`config.mk`:
```
export PLATFORM = sky130hd
export DESIGN_NAME = wb_arbiter
export DESIGN_NICKNAME = d
export VERILOG_FILES = /design/src/rtl/wb_arbiter_pkg.sv /design/src/rtl/wb_arb_watchdog.sv /design/src/rtl/wb_arbiter.sv
export SDC_FILE = /design/constraint.sdc
export NUM_CORES = 1
export LEC_CHECK = 0
export ABC_AREA = 0
export CORE_MARGIN = 5
export CORE_UTILIZATION = 28
export DETAILED_ROUTE_END_ITERATION = 8
export GPL_TIMING_DRIVEN = 0
export PLACE_DENSITY = 0.95
export SLEW_MARGIN = 30
export SYNTH_ARGS = -nofsm -noshare
export SYNTH_HDL_FRONTEND = slang
export SYNTH_SLANG_ARGS = --single-unit
export TNS_END_PERCENT = 10
```
`constraint.sdc`:
```
create_clock -name clk -period 5.44 [get_ports clk]
set_clock_uncertainty 0.2 [all_clocks]
set_input_delay 0.544 -clock clk [delete_from_list [all_inputs] [get_ports clk]]
set_output_delay 0.544 -clock clk [all_outputs]
set_load 0.03 [all_outputs]
```
`src/rtl/wb_arbiter_pkg.sv`:
```
// Shared types and constants for the two-master Wishbone arbiter.
package wb_arbiter_pkg;

  // Bus ownership: nobody, master 0 or master 1.
  typedef enum logic [1:0] {
    IDLE = 2'd0,
    OWN0 = 2'd1,
    OWN1 = 2'd2
  } arb_state_t;

  // Default watchdog limit in clk cycles.
  localparam int unsigned WB_ARB_TIMEOUT_DEFAULT = 255;

  // Watchdog counter width: wide enough to hold the limit, never below 8 bits.
  function automatic int unsigned wdog_width(input int unsigned limit);
    int unsigned w;
    w = $clog2(limit + 1);
    return (w < 8) ? 8 : w;
  endfunction

  localparam int unsigned WDOG_CNT_W = wdog_width(WB_ARB_TIMEOUT_DEFAULT);

endpackage

```
`src/rtl/wb_arb_watchdog.sv`:
```
// Stall watchdog for the arbiter: counts owner strobe cycles without an ack
// and flags expiry once the count reaches TIMEOUT.
module wb_arb_watchdog
  import wb_arbiter_pkg::*;
#(
  parameter int unsigned TIMEOUT = WB_ARB_TIMEOUT_DEFAULT
) (
  input  logic clk,
  input  logic rst,
  input  logic i_active,
  input  logic i_stb,
  input  logic i_ack,
  output logic o_expired
);

  localparam int unsigned CNT_W = wdog_width(TIMEOUT);

  logic [CNT_W-1:0] r_cnt;

  // Counter clears while idle (so it is 0 on every grant), on ack and on
  // expiry; otherwise it advances on each unacknowledged strobe cycle.
  always_ff @(posedge clk or negedge rst) begin
    if (!rst) begin
      r_cnt <= '0;
    end else if (!i_active || i_ack || o_expired) begin
      r_cnt <= '0;
    end else if (i_stb) begin
      r_cnt <= r_cnt + CNT_W'(1);
    end
  end

  // Expiry is only meaningful while a master owns the bus.
  always_comb begin
    o_expired = i_active && (r_cnt == CNT_W'(TIMEOUT));
  end

endmodule

```
`src/rtl/wb_arbiter.sv`:
```
// Two-master / one-slave Wishbone arbiter, round-robin, locked per bus cycle.
// Optional stall watchdog enabled by defining WB_ARB_TIMEOUT_EN.
module wb_arbiter
  import wb_arbiter_pkg::*;
#(
  parameter int unsigned addr_width = 4,
  parameter int unsigned data_width = 8,
  parameter int unsigned TIMEOUT    = WB_ARB_TIMEOUT_DEFAULT
) (
  input  logic                  clk,
  input  logic                  rst,
  input  logic [addr_width-1:0] m0_addr,
  input  logic [data_width-1:0] m0_data_m,
  input  logic                  m0_cyc,
  input  logic                  m0_stb,
  input  logic                  m0_we,
  input  logic [addr_width-1:0] m1_addr,
  input  logic [data_width-1:0] m1_data_m,
  input  logic                  m1_cyc,
  input  logic                  m1_stb,
  input  logic                  m1_we,
  output logic [data_width-1:0] m0_data_s,
  output logic                  m0_ack,
  output logic [data_width-1:0] m1_data_s,
  output logic                  m1_ack,
  output logic [addr_width-1:0] s_addr,
  output logic [data_width-1:0] s_data_m,
  output logic                  s_cyc,
  output logic                  s_stb,
  output logic                  s_we,
  input  logic [data_width-1:0] s_data_s,
  input  logic                  s_ack,
  output logic [1:0]            gnt
`ifdef WB_ARB_TIMEOUT_EN
  ,
  output logic                  timeout
`endif
);

  arb_state_t r_state;
  arb_state_t w_next;
  logic       r_last;
  logic       w_expired;

`ifdef WB_ARB_TIMEOUT_EN
  logic w_active;
  logic w_owner_stb;

  assign w_active    = (r_state != IDLE);
  assign w_owner_stb = (r_state == OWN1) ? m1_stb : m0_stb;

  wb_arb_watchdog #(
    .TIMEOUT (TIMEOUT)
  ) u_watchdog (
    .clk       (clk),
    .rst       (rst),
    .i_active  (w_active),
    .i_stb     (w_owner_stb),
    .i_ack     (s_ack),
    .o_expired (w_expired)
  );

  assign timeout = w_expired;
`else
  logic w_unused_timeout;

  assign w_expired        = 1'b0;
  assign w_unused_timeout = ^TIMEOUT;
`endif

  // State and round-robin history; last records the most recent owner.
  always_ff @(posedge clk or negedge rst) begin
    if (!rst) begin
      r_state <= IDLE;
      r_last  <= 1'b1;
    end else begin
      r_state <= w_next;
      if (r_state == IDLE && w_next == OWN0) begin
        r_last <= 1'b0;
      end else if (r_state == IDLE && w_next == OWN1) begin
        r_last <= 1'b1;
      end
    end
  end

  // Grant only from IDLE; an owner keeps the bus until it drops cyc.
  always_comb begin
    w_next = r_state;
    unique case (r_state)
      IDLE: begin
        if (m0_cyc && m1_cyc) begin
          w_next = r_last ? OWN0 : OWN1;
        end else if (m0_cyc) begin
          w_next = OWN0;
        end else if (m1_cyc) begin
          w_next = OWN1;
        end
      end
      OWN0: begin
        if (!m0_cyc || w_expired) begin
          w_next = IDLE;
        end
      end
      OWN1: begin
        if (!m1_cyc || w_expired) begin
          w_next = IDLE;
        end
      end
      default: w_next = IDLE;
    endcase
  end

  // Bus mux from the registered state; a watchdog abort fakes an ack with
  // zero data to the owner and withdraws cyc from the slave.
  always_comb begin
    s_addr    = '0;
    s_data_m  = '0;
    s_cyc     = 1'b0;
    s_stb     = 1'b0;
    s_we      = 1'b0;
    m0_data_s = '0;
    m0_ack    = 1'b0;
    m1_data_s = '0;
    m1_ack    = 1'b0;
    gnt       = {r_state == OWN1, r_state == OWN0};
    unique case (r_state)
      OWN0: begin
        s_addr    = m0_addr;
        s_data_m  = m0_data_m;
        s_cyc     = m0_cyc && !w_expired;
        s_stb     = m0_stb;
        s_we      = m0_we;
        m0_data_s = w_expired ? '0 : s_data_s;
        m0_ack    = s_ack || w_expired;
      end
      OWN1: begin
        s_addr    = m1_addr;
        s_data_m  = m1_data_m;
        s_cyc     = m1_cyc && !w_expired;
        s_stb     = m1_stb;
        s_we      = m1_we;
        m1_data_s = w_expired ? '0 : s_data_s;
        m1_ack    = s_ack || w_expired;
      end
      default: begin
      end
    endcase
  end

endmodule

```
# After elaboration in Yosys (flattened, before gate mapping)
# Index checks and enable logic that the tools add are counted.
# Widths: inputs -> output; s select.
[op_classes]
eq_ne = 4
muxes = 18
reduce_logical = 5
[op_table]
columns = ["operator", "n"]
rows = [
  ["$mux 8", 2],
  ["$pmux 8 s2", 1],
  ["$mux 2", 6],
  ["$pmux 4 s2", 1],
  ["$pmux 1 s2", 3],
  ["$pmux 2 s3", 1],
  ["$eq 2x1->1 const B", 2],
  ["$eq 2x2->1 const B", 2],
  ["$mux 1", 4],
  ["$logic_and 1x1->1", 3],
  ["$logic_not 2->1", 1],
  ["$reduce_bool 2->1", 1],
]
[word_totals]
ff_bits = 3
in_bits = 41
out_inout_bits = 35
word_cells = 29

# Logic depth before layout (Yosys ltp)
[depth]
depth_word = 8
ltp_mapped = 7
ltp_nobuf = 6

# Worst setup path before layout
# OpenSTA, ideal clock, no wires.
[synth_path]
kind = "register to output"
from = "register r_state[0]"
to = "output port s_addr[3]"
t_arrival_ns = 1.913
required_ns = 4.696
slack_ns = 2.783
path_stages_with_launch = 7
path_buffers = 2
path_cell_list = "dfrtp_1 -> inv_1 -> ha_1 -> buf_4 -> clkbuf_1 -> a22oi_1 -> nor2b_1"
[synth_via]
elab_chain_len = 2
elab_cells_between_ends = 3
cone_classes = "2 x eq/ne; 1 x mux"
[synth_lines]
columns = ["element", "line", "source"]
rows = [
  ["from (decl)", "wb_arbiter.sv:40", "arb_state_t r_state;"],
  ["from (signal assigned)", "wb_arbiter.sv:77", "r_state <= w_next;"],
  ["$eq 2x2->1", "--", ""],
  ["named net gnt[1]", "wb_arbiter.sv:33", "output logic [1:0] gnt"],
  ["$pmux 4 s2", "wb_arbiter.sv:126", "unique case (r_state)"],
  ["to (decl)", "wb_arbiter.sv:26", "output logic [addr_width-1:0] s_addr,"],
]
# The timed path passes the listed nets, and every way through them passes these cells.

# Worst setup path in the final report
[layout_path]
from = "register r_state[0]"
to = "output port s_data_m[3]"
[layout_via]
elab_chain_len = 2
elab_cells_between_ends = 3
cone_classes = "2 x eq/ne; 1 x mux"
[layout_lines]
columns = ["element", "line", "source"]
rows = [
  ["$eq 2x2->1 or $eq 2x1->1 (tied branches)", "wb_arbiter.sv:126", ""],
  ["$pmux 8 s2 (*)", "wb_arbiter.sv:126", ""],
  ["to (decl)", "wb_arbiter.sv:27", "output logic [data_width-1:0] s_data_m,"],
]
# Every way passes the cells marked *; elsewhere a longest branch is shown, timed or not.

==> flow_metrics.tcl <==
set metrics [dict create \
    ir_worst_vdd_uv 370 \
    synth_flop_cell "dfrtp_1" \
    synth_area_per_cell_sq_um 7.02 \
    yosysTopAreaCell "and2_1" \
    power_density_mw_per_mm2 454 \
    fp.dieW_microns 57.0 \
    cts_resized 0 \
    finalSetupViolCount 0 \
    drc 0 \
    cellLeakagePower_nw 0.539 \
    die_area_sq_mm 0.00325 \
    cp-end-kind "output port" \
    yosysWarnings 0 \
    clkLatencyLatePin_ns 0.24 \
    min_period_ns 3.30 \
    start_util_pct 28.5 \
    fmax_mhz 303 \
    routedWlPerCell_microns 15.0 \
    coreArea_sq_mm 0.00217 \
    grt_overflow 0 \
    fin_nets 213 \
    worstSetupStartpointType "flip-flop" \
    routed_via_density 4.98 \
    crit_required_ns 4.70 \
    yosysSeqAreaShare_pct 12.3 \
    io_buffers 75 \
    cts_buffer_depth 2 \
    cts_sinks 3 \
    dp_hpwl_microns 2400 \
    vias 971 \
    synth-seq-cells 3 \
    clock-root-buffer "clkbuf_4" \
    async_flop_share_pct 100 \
    antenna_found_initial 0 \
    cp.arrival_ns 2.55 \
    fin_ws_ns 2.14 \
    syn_nets 133 \
    grt_setup_unrepaired "no" \
    yosys.cell_types.count 25 \
    maxCapViolations 0 \
    synth_edf_count 0 \
    min_path_type "primary input to async pin" \
    cts_setup_buffers 0 \
    synthCells 88 \
    worst_slew_pin_slew_ns 0.421 \
    cp_max_fo 10 \
    finalHoldViolCount 0 \
    synthTopCellsByArea "and2_1 (19%), a22oi_1 (18%), nor2b_1 (14%)" \
    synth_top_area_share_pct 19.2 \
    grt_pass1_wl_microns 4650 \
    antenna_cells 0 \
    drtAntennaViolNets 0 \
    drt_wl_total_microns 2930 \
    area_growth_pct 131 \
    final_util_pct 65.9 \
    dr.pass1.iters 4 \
    slew_headroom_pct 71.9 \
    fillers 185 \
    htreeDepth 1 \
    routabilityCongestion 0.781 \
    drt-initial-drc-count 39 \
    track_usage_pct 17.7 \
    numCtsBuffers 3 \
    place_ws_ns 2.46 \
    cts_hold_buf 0 \
    first_global_vias 1006 \
    netlist_area_sq_um 618 \
    cts_tree "done" \
    fp-row-count 17 \
    drv_slew 0 \
    status "finished, final reports clean" \
    finalSetupTns_ns 0 \
    clkTransAtPathRegs_ns 0.03 \
    grt_max_degree 11 \
    worstSetupPathType "flip-flop to output port" \
    period_share_pct 60.6 \
    layout-drive-gt1-share_pct 4.19 \
    die_h_microns 57.0 \
    synth_common_cells "and2_1 (19), a22oi_1 (15), nor2b_1 (14), inv_1 (5)" \
    ios 76 \
    synth_most_common_cell "and2_1" \
]
cells by family after synthesis:
kind of cell               after synthesis  synth area share (%)
adders and majority gates                4                  8.10
DFF                                      3                  12.3
and+or+nand+nor                         43                  41.7
buffers and inverters                   12                  8.10
AOI/OAI and AO/OA                       26                  29.8
placed cells by master, fill, tap and decap left out, drive strengths merged:
cell type and instances:
nand2b 1, o41ai 1, and2b 1, clkbuf 8, or3 1, a311oi 1
a22o 1, inv 5, o22ai 1, ha 4, and2 19, nor3 1
nor2 2, nand3 2, clkdlybuf4s50 75, dfstp 1, nor2b 14, o2111ai 1
dfrtp 2, o21ai 4, a21oi 2, a22oi 15, nand2 2, buf 3
worst max-delay path: stages (launching register included):
cell and delay (ns):
dfrtp_1 0.45, inv_1 0.11, ha_1 0.18, buf_4 0.16, clkbuf_1 0.35, a22oi_1 0.18, nor2b_1 0.17, clkdlybuf4s50_1 0.70
flip-flops by register name, indices dropped and copies added, names as in the netlist:
signal   count
r_last       1
r_state      2
power by group:
part	internal, W	switching (W)	total [W]
Sequential	0.0000339	0.0000153	0.0000492
Clock	0.0000276	0.0000127	0.0000402
Combinational	0.000246	0.000313	0.000559
Total	0.000308	0.000341	0.000649
final timing paths:
kind	from	end	slack, ns	cells past startpoint
setup / recovery	r_state[0]	s_data_m[3]	2.14	7
hold / removal	rst	r_state[0]	0.30	1
setup reg to reg	r_state[0]	r_last	3.45	7
hold reg to reg	r_state[1]	r_state[1]	0.46	2
max in group asynchronous	rst	r_last	4.51	1
min in group clk	r_state[1]	r_state[1]	0.46	2
per-stage QoR:
step	area (sq um)	hold slack (ns)	std cells	total power [W]
4_1_cts	1430	0.299	195	0.000649
3_3_place_gp	1400	0.409	191	0.000587
3_5_place_dp	1400	0.428	191	0.000605
6_report	1430	0.299	195	0.000649
2_1_floorplan	618	0.0484	88	0.000389
5_1_grt	1430	0.298	195	0.000693
final cells by class:
class                   count  area, sq um  area share (%)
plain buffers               7         31.3            2.19
clock buffers               4         26.3            1.84
inverters                   5         18.8            1.31
multi-input cells          73          492            34.4
flip-flops and latches      3         76.3            5.34
well taps                  28         35.0            2.45
repair buffers             75          751            52.5
layer usage:
| layer | global-route usage, % | part of all wire (%) |
|---|---|---|
| met1 | 17.1 | 33 |
| met2 | 36.5 | 56 |
| met3 | 2.49 | 8.5 |
| met4 | 6.95 | 2.1 |
| met5 | 0 | 0 |
Note: power is estimated with default switching activity, not from simulation.
